--- config.mk ---
export PLATFORM = sky130hd
export DESIGN_NAME = mw_addsub_seq
export DESIGN_NICKNAME = d
export VERILOG_FILES = /design/src/rtl/addsub_pkg.sv /design/src/rtl/cla_add.sv /design/src/rtl/mw_addsub_seq.sv
export SDC_FILE = /design/constraint.sdc
export NUM_CORES = 2
export LEC_CHECK = 0
export CAP_MARGIN = 20
export CORE_AREA = 2 2 299 301
export DETAILED_ROUTE_END_ITERATION = 8
export DIE_AREA = 0 0 301 303
export PLACE_DENSITY_LB_ADDON = 0.3
export SETUP_SLACK_MARGIN = 0.5
export SLEW_MARGIN = 5
export SYNTH_ARGS = -nofsm -noshare
export SYNTH_HDL_FRONTEND = slang
export SYNTH_SLANG_ARGS = --single-unit
--- constraint.sdc ---
create_clock -name clk -period 62.1 [get_ports clk]
set_input_delay 9.315 -clock clk [delete_from_list [all_inputs] [get_ports clk]]
set_output_delay 9.315 -clock clk [all_outputs]
set_load 0.1 [all_outputs]
--- src/rtl/addsub_pkg.sv ---
// Shared types for the multi-word add/subtract sequencer.
// Holds the FSM state encoding and the ctrl opcode values.
package addsub_pkg;
    typedef enum logic [1:0] {IDLE, RUN, DONE} state_t;

    localparam logic OP_ADD = 1'b0;
    localparam logic OP_SUB = 1'b1;
endpackage

--- src/rtl/cla_add.sv ---
// N-bit adder built from generate/propagate terms.
// One instance serves every limb of the sequential add/subtract.
module cla_add #(
    parameter int N = 64
) (
    input  logic [N-1:0] a,
    input  logic [N-1:0] b,
    input  logic         cin,
    output logic [N-1:0] sum,
    output logic         cout
);
    logic [N-1:0] g;
    logic [N-1:0] p;

    assign g = a & b;
    assign p = a ^ b;

    // The carry recurrence is kept inside one process so the chain stays
    // local; synthesis is free to restructure it into a prefix network.
    always_comb begin
        logic cc;
        sum = '0;
        cc  = cin;
        for (int i = 0; i < N; i++) begin
            sum[i] = p[i] ^ cc;
            cc     = g[i] | (p[i] & cc);
        end
        cout = cc;
    end
endmodule

--- src/rtl/mw_addsub_seq.sv ---
// Multi-word add/subtract: one W-bit limb per cycle through a single adder,
// with valid/ready handshakes on both the request and result sides.
module mw_addsub_seq
    import addsub_pkg::*;
#(
    parameter int N = 256,
    parameter int W = 64
) (
    input  logic         clk,
    input  logic         rst_n,
    input  logic         in_valid,
    output logic         in_ready,
    input  logic         ctrl,
    input  logic [N-1:0] a,
    input  logic [N-1:0] b,
    output logic         out_valid,
    input  logic         out_ready,
    output logic [N-1:0] result,
    output logic         cout
);
    localparam int WS = (W < 1) ? 1 : W;
    localparam int K  = N / WS;
    localparam int CW = (K > 1) ? $clog2(K) : 1;
    localparam logic [CW-1:0] LAST = CW'(K - 1);

    if ((W < 1) || (N % WS != 0)) begin : g_bad_params
        $error("mw_addsub_seq: W must be >= 1 and divide N");
    end

    state_t        state, state_nx;
    logic [N-1:0]  a_q, b_q, res_q;
    logic          ctrl_q, carry_q, cout_q;
    logic [CW-1:0] cnt;
    logic [W-1:0]  limb_sum;
    logic          limb_cin, limb_cout;
    int            base;

    assign base      = W * int'(cnt);
    assign limb_cin  = (cnt == '0) ? ctrl_q : carry_q;

    // b_q already holds b ^ {N{ctrl}}, so the adder sees subtract as a + ~b + 1
    cla_add #(.N(W)) u_limb_add (
        .a    (a_q[base +: W]),
        .b    (b_q[base +: W]),
        .cin  (limb_cin),
        .sum  (limb_sum),
        .cout (limb_cout)
    );

    always_ff @(posedge clk) begin
        if (!rst_n) state <= IDLE;
        else        state <= state_nx;
    end

    always_comb begin
        state_nx = state;
        case (state)
            IDLE: if (in_valid)             state_nx = RUN;
            RUN:  if (cnt == LAST)          state_nx = DONE;
            DONE: if (out_ready)            state_nx = IDLE;
            default:                        state_nx = IDLE;
        endcase
    end

    always_ff @(posedge clk) begin
        if (!rst_n) begin
            a_q     <= '0;
            b_q     <= '0;
            ctrl_q  <= OP_ADD;
            carry_q <= 1'b0;
            cnt     <= '0;
            res_q   <= '0;
            cout_q  <= 1'b0;
        end else begin
            case (state)
                IDLE: if (in_valid) begin
                    a_q    <= a;
                    b_q    <= b ^ {N{ctrl}};
                    ctrl_q <= ctrl;
                    cnt    <= '0;
                end
                RUN: begin
                    res_q[base +: W] <= limb_sum;
                    carry_q          <= limb_cout;
                    if (cnt == LAST) cout_q <= limb_cout;
                    else             cnt    <= cnt + 1'b1;
                end
                default: ;
            endcase
        end
    end

    assign in_ready  = (state == IDLE);
    assign out_valid = (state == DONE);
    assign result    = res_q;
    assign cout      = cout_q;
endmodule

; After elaboration in Yosys (flattened, before gate mapping)
; Cells that the tools add are included.
[classes]
n_bitwise = 195
mux = 9
n_eq_ne = 7
reduce_logical = 7
add_sub_neg = 2
n_shift = 4
[ops]
columns = op, count
row1 = 256-bit by 9-bit indexed part select with 64-bit output, 2
row2 = 256-bit bitwise mux, 1
row3 = 64-bit by 33-bit variable shift with 256-bit output (first input constant), 1
row4 = 64-bit by 33-bit indexed part select with 256-bit output, 1
row5 = 256-bit XOR, 1
row6 = 1-bit bitwise AND, 64
row7 = 64-bit bitwise AND, 1
row8 = 1-bit bitwise OR, 64
row9 = 1-bit XOR, 64
row10 = 64-bit XOR, 1
row11 = 8-bit negation with 33-bit output, 1
row12 = 2-bit two-way mux, 5
row13 = 2-bit inequality test (second input constant), 3
row14 = 2-bit one-hot mux with 3 select lines, 1
row15 = 3-bit AND reduction, 2
row16 = 2-bit equality test (second input constant), 2
row17 = 2-bit logical NOT, 2
row18 = 2-bit one-hot mux with 2 select lines, 1
row19 = 2-bit AND reduction, 2
row20 = 2-bit by 1-bit adder with 2-bit output (second input constant), 1
row21 = 2-bit by 1-bit equality test with 1-bit output (second input constant), 1
row22 = 2-bit by 1-bit inequality test with 1-bit output (second input constant), 1
row23 = 2-bit nonzero test, 1
row24 = 1-bit two-way mux, 1
[word_totals]
output_inout_bits = 259
ff_bits = 775
elab_cells = 232

; Logic depth before layout (Yosys ltp)
[logic_depth]
ltp_word = 131
mapped_depth = 73
ltp_nobuf = 70

; Cells and area by module
; Synthesis repeated with hierarchy kept, for this count alone.
[unflattened]
hier_cells = 3247
hier_area_um2 = 32658.8
[by_module_without_submodules]
columns = module, instances, area_each_um2, cells_per_inst, seq_area_each_um2
row1 = mw_addsub_seq, 1, 31340.1, 3173, 15514.9
row2 = cla_add, 1, 1318.8, 74, 0.0

; Least setup slack after synthesis
; Ideal clock, no wire load.
[synth_path]
path_kind = flip-flop to flip-flop
startpoint = register cnt[1]
endpoint = register res_q[63], in the netlist result[63]
arrival_time_ns = 30.434
required_ns = 61.977
setup_time_ns = 0.123
setup_slack_ns = 31.542
stages_incl_launch_ff = 73
cell_sequence = dfxtp_1 -> buf_2 -> buf_2 -> inv_1 -> ha_1 -> mux2i_1 -> fa_1 -> fa_1 -> fa_1 -> fa_1 -> fa_1 -> fa_1 -> fa_1 -> fa_1 -> fa_1 -> fa_1 -> fa_1 -> fa_1 -> [37 not listed] -> fa_1 -> fa_1 -> fa_1 -> fa_1 -> fa_1 -> fa_1 -> fa_1 -> fa_1 -> fa_1 -> fa_1 -> fa_1 -> fa_1 -> fa_1 -> fa_1 -> inv_1 -> fa_1 -> inv_1 -> o22ai_1
[synth_between]
elab_chain_len = 131
[synth_rtl]
columns = element, line_no
row1 = "start, declared", mw_addsub_seq.sv:33  ; logic [CW-1:0] cnt;
row2 = "start signal, assigned", mw_addsub_seq.sv:86  ; else cnt <= cnt + 1'b1;
row3 = 256-bit by 9-bit indexed part select with 64-bit output (tied with other cells), mw_addsub_seq.sv:43  ; .a (a_q[base +: W]),
row4 = 64-bit XOR / 1-bit two-way mux (equally long branches), "cla_add.sv:16, mw_addsub_seq.sv:39"
row5 = 1-bit bitwise AND, cla_add.sv:26  ; cc = g[i] | (p[i] & cc);
row6 = 1-bit bitwise OR, cla_add.sv:26
row7 = 1-bit bitwise AND, cla_add.sv:26
row8 = 1-bit bitwise OR, cla_add.sv:26
row9 = 1-bit bitwise AND, cla_add.sv:26
row10 = 1-bit bitwise OR, cla_add.sv:26
row11 = [115 not listed], n/a
row12 = 1-bit bitwise OR, cla_add.sv:26
row13 = 1-bit bitwise AND, cla_add.sv:26
row14 = 1-bit bitwise OR, cla_add.sv:26
row15 = 1-bit bitwise AND, cla_add.sv:26
row16 = 1-bit bitwise OR, cla_add.sv:26
row17 = 1-bit XOR, cla_add.sv:25  ; sum[i] = p[i] ^ cc;
row18 = 64-bit by 33-bit indexed part select with 256-bit output, mw_addsub_seq.sv:83  ; res_q[base +: W] <= limb_sum;
row19 = 256-bit bitwise mux *, mw_addsub_seq.sv:83
row20 = "end signal, assigned by index", mw_addsub_seq.sv:83
row21 = "end, declared", mw_addsub_seq.sv:31  ; logic [N-1:0] a_q, b_q, res_q;
; Every way passes the cells marked *; elsewhere a longest branch is shown, timed or not.
; A chain may end at the register's enable or synchronous reset.

; Final worst setup path
[layout_path]
startpoint = register cnt[0]
endpoint = register res_q[63], in the netlist result[63]
; The elaborated chain is that of the path after synthesis.

==> flow_summary.ini <==
[floorplan]
die_x_microns = 301
core_area_sq_um = 88000
io_pins = 776
die_h_microns = 303
start_util = 0.393
rows = 109
dieArea_sq_um = 91200

[worst_hold_path]
min-delay-start = a_q[146]$_SDFFE_PN0P_
whs_path_depth = 2
hp-class = flop to flop
hold_end = a_q[146]$_SDFFE_PN0P_

[sta]
finalCritPeriodShare = 0.516
final.setup_skew_ns = 0.0331
maxSlewViolCount = 0
worst_hold_slack_ns = 0.449
final_hold_viol_count = 0
setup_viol = 0
worstMarginPinSlew_ns = 1.23
fin_tns_setup_ns = 0
rsz0062_at_grt = no
relSlewSlack = 0.178
max_freq_mhz = 31.2
period_needed_ns = 32.02

[layout]
postLayoutCellArea_sq_um = 45500
multi_input_comb_area_sq_um = 17000
final_cells = 5338
mostFrequentLayoutCell = nand2_1
nNetsFinal = 4672
seqCellArea_sq_um = 15500
n_fill_cell = 8053
drive_above_1_share = 0.0740
final_util = 0.517
mostFrequentLayoutCells = nand2_1, dfxtp_1, clkdlybuf4s50_1
syn2layout_area_growth_pct = 31.7

[worst_setup_path]
slowest_stage = dfxtp_4
cpPeakStageDelay_ns = 0.73
worstPathRequired_ns = 62.57
end_kind = flop
crit_path_start_kind = flop
crit_path_frequent_cell = fa_1
crit_type = flop to flop
critPathArrivalTime_ns = 32.50
worstPathMaxFanout = 34
rrSetupSlack_ns = 30.08
crit_buf_inv = 3
r2r-start = cnt[0]$_SDFFE_PN0P_
reg2reg_to = result[63]$_SDFFE_PN0P_
crit_family = adder cells
worstRegToRegCells = 70

[synth]
synth_seq_cells = 775
ys_types = 32
yosysSeqAreaShare = 0.449
syn_inst = 3516
synth_flop_cell = dfxtp_1
synthesis.area_sq_um = 34600
synth_edf_count = 0
synth_area_per_cell_sq_um = 9.83
synthesis.nets = 4103
synth_warnings = 0
synth_async_sr_flop_share = 0

[routing]
avgRoutedWirePerCell_microns = 22.3
drt_iter0_drc = 2312
vias = 28000
ant_nets = 0
routed_wl_microns = 119000
route.detailed.drc = 0
routed_via_density = 5.25
drt-pass1-iter-count = 6

[power]
p_sw_uw = 352
swShare = 0.278
p_clk_frac = 0.407
peakVddDrop_mv = 0.0202
power.internal_uw = 917
seq_power_share = 0.425
power_frac_comb = 0.168
power.density_nw_per_um2 = 27.9
leakagePower_uw = 0.0180

[placed_design]
dp_hpwl_microns = 85700
dp_cells = 5163
place.gp.congestion = 0.838
placed_cell_area_sq_um = 42600
port_buffers = 775

[global_routing]
grt_overflow = 0
grt_pass1_wl_microns = 172000
grt_usage = 0.251
grt_max_degree = 243
antenna_found_initial = 32
grt_pass1_vias = 26700

[clock_tree]
htree_num_levels = 3
clock-sinks = 775
postCtsSetupBuffers = 0
cts.hold.buffers_added = 0
clk-insertion-delay-late_ns = 0.64
cts_buffer_depth = 3
cts-root-buf = clkbuf_16
cts_resized = 0
cts_buffers = 84
cts.clk_slew.worst_paths_ns = 0.06
cts_tree = done

[flow_run]
cap_viol_max_count = 0

[run_status]
status = finished, final reports clean
[worst max-delay path by stage]
| stage | start | cells past startpoint | slack (ns) | end |
|---|---|---|---|---|
| after floorplan | cnt[1]$_SDFFE_PN0P_ | 72 | 31.54 | result[63]$_SDFFE_PN0P_ |
| after global placement | cnt[0]$_SDFFE_PN0P_ | 70 | 30.03 | result[63]$_SDFFE_PN0P_ |
| after detailed placement | cnt[0]$_SDFFE_PN0P_ | 70 | 29.88 | result[63]$_SDFFE_PN0P_ |
| after CTS | cnt[0]$_SDFFE_PN0P_ | 70 | 29.86 | result[63]$_SDFFE_PN0P_ |
| after global routing | cnt[0]$_SDFFE_PN0P_ | 70 | 28.99 | result[63]$_SDFFE_PN0P_ |
| final | cnt[0]$_SDFFE_PN0P_ | 70 | 30.08 | result[63]$_SDFFE_PN0P_ |
[cells by family (layout without fill, tap and decap cells)]
logic type               count (synthesis)  after routing  synth area share
AND/OR/NAND/NOR                       1053           1053             0.122
flip-flops                             775            775             0.449
AO/OA/AOI/OAI                          773            773             0.182
buffers and inverters                  458           1090            0.0591
XOR/XNOR                               256            256            0.0649
multiplexers                           131            131            0.0843
adder cells (fa/ha/maj)                 70             70            0.0393
other                                    0             25                 0
[through the flow]
step	power (uW)	setup WS [ns]
6_report	1270	30.08
5_1_grt	1320	28.99
4_1_cts	1280	29.86
3_5_place_dp	761	29.88
3_3_place_gp	758	30.03
2_1_floorplan	675	31.54
[power by group through the flow]
stage | sequential (uW) | combinational (uW) | clock, uW
5_1_grt | 542 | 228 | 545
6_report | 539 | 213 | 517
3_5_place_dp | 550 | 211 | 0
3_3_place_gp | 549 | 209 | 0
2_1_floorplan | 562 | 114 | 0
4_1_cts | 539 | 212 | 526
[worst min-delay path: stages (launching register included)]
cell and delay (ns):
dfxtp_1 0.30, nand2_1 0.05, a21boi_1 0.05
[routing by layer]
| layer | vias to the layer above | global-route usage | wire length, microns |
|---|---|---|---|
| li1 | 13200 | - | - |
| met1 | 13600 | 0.357 | 54300 |
| met2 | 972 | 0.373 | 52600 |
| met3 | 166 | 0.0608 | 9150 |
| met4 | 8 | 0.0849 | 3080 |
| met5 | - | 0 | 42 |
[layout make-up]
class / instances / share of cell area
tap: 1165 / 0.0320
sequential: 775 / 0.341
clock buffer: 122 / 0.0535
timing repair buffer: 810 / 0.178
multi-input combinational: 2283 / 0.374
antenna: 25 / 0.00137
clock inverter: 27 / 0.00946
inverter: 131 / 0.0108
[Yosys cell counts, drive strengths merged, types with 2 or more instances]
cell	instances	share of area
a21boi	259	0.056
nand3	130	0.019
nand3b	4	0.00087
clkbuf	100	0.011
fa	64	0.037
inv	131	0.014
buf	227	0.034
o31ai	128	0.028
mux4	128	0.083
nand4	2	0.00072
o22ai	130	0.024
nor2b	4	0.00072
xnor2	256	0.065
nand2	904	0.098
mux2i	3	0.00087
dfxtp	775	0.45
nor3b	2	0.00058
o211a	256	0.074
and3b	2	0.00051
or3b	2	0.00051
ha	6	0.0022
[flip-flops by register name, summed over array words and instances, names as in the netlist]
register,cells
a_q,256
b_q,256
result,256
cnt,2
state,2
carry_q,1
cout,1
ctrl_q,1
No activity file was read; power rests on OpenSTA's default activity.
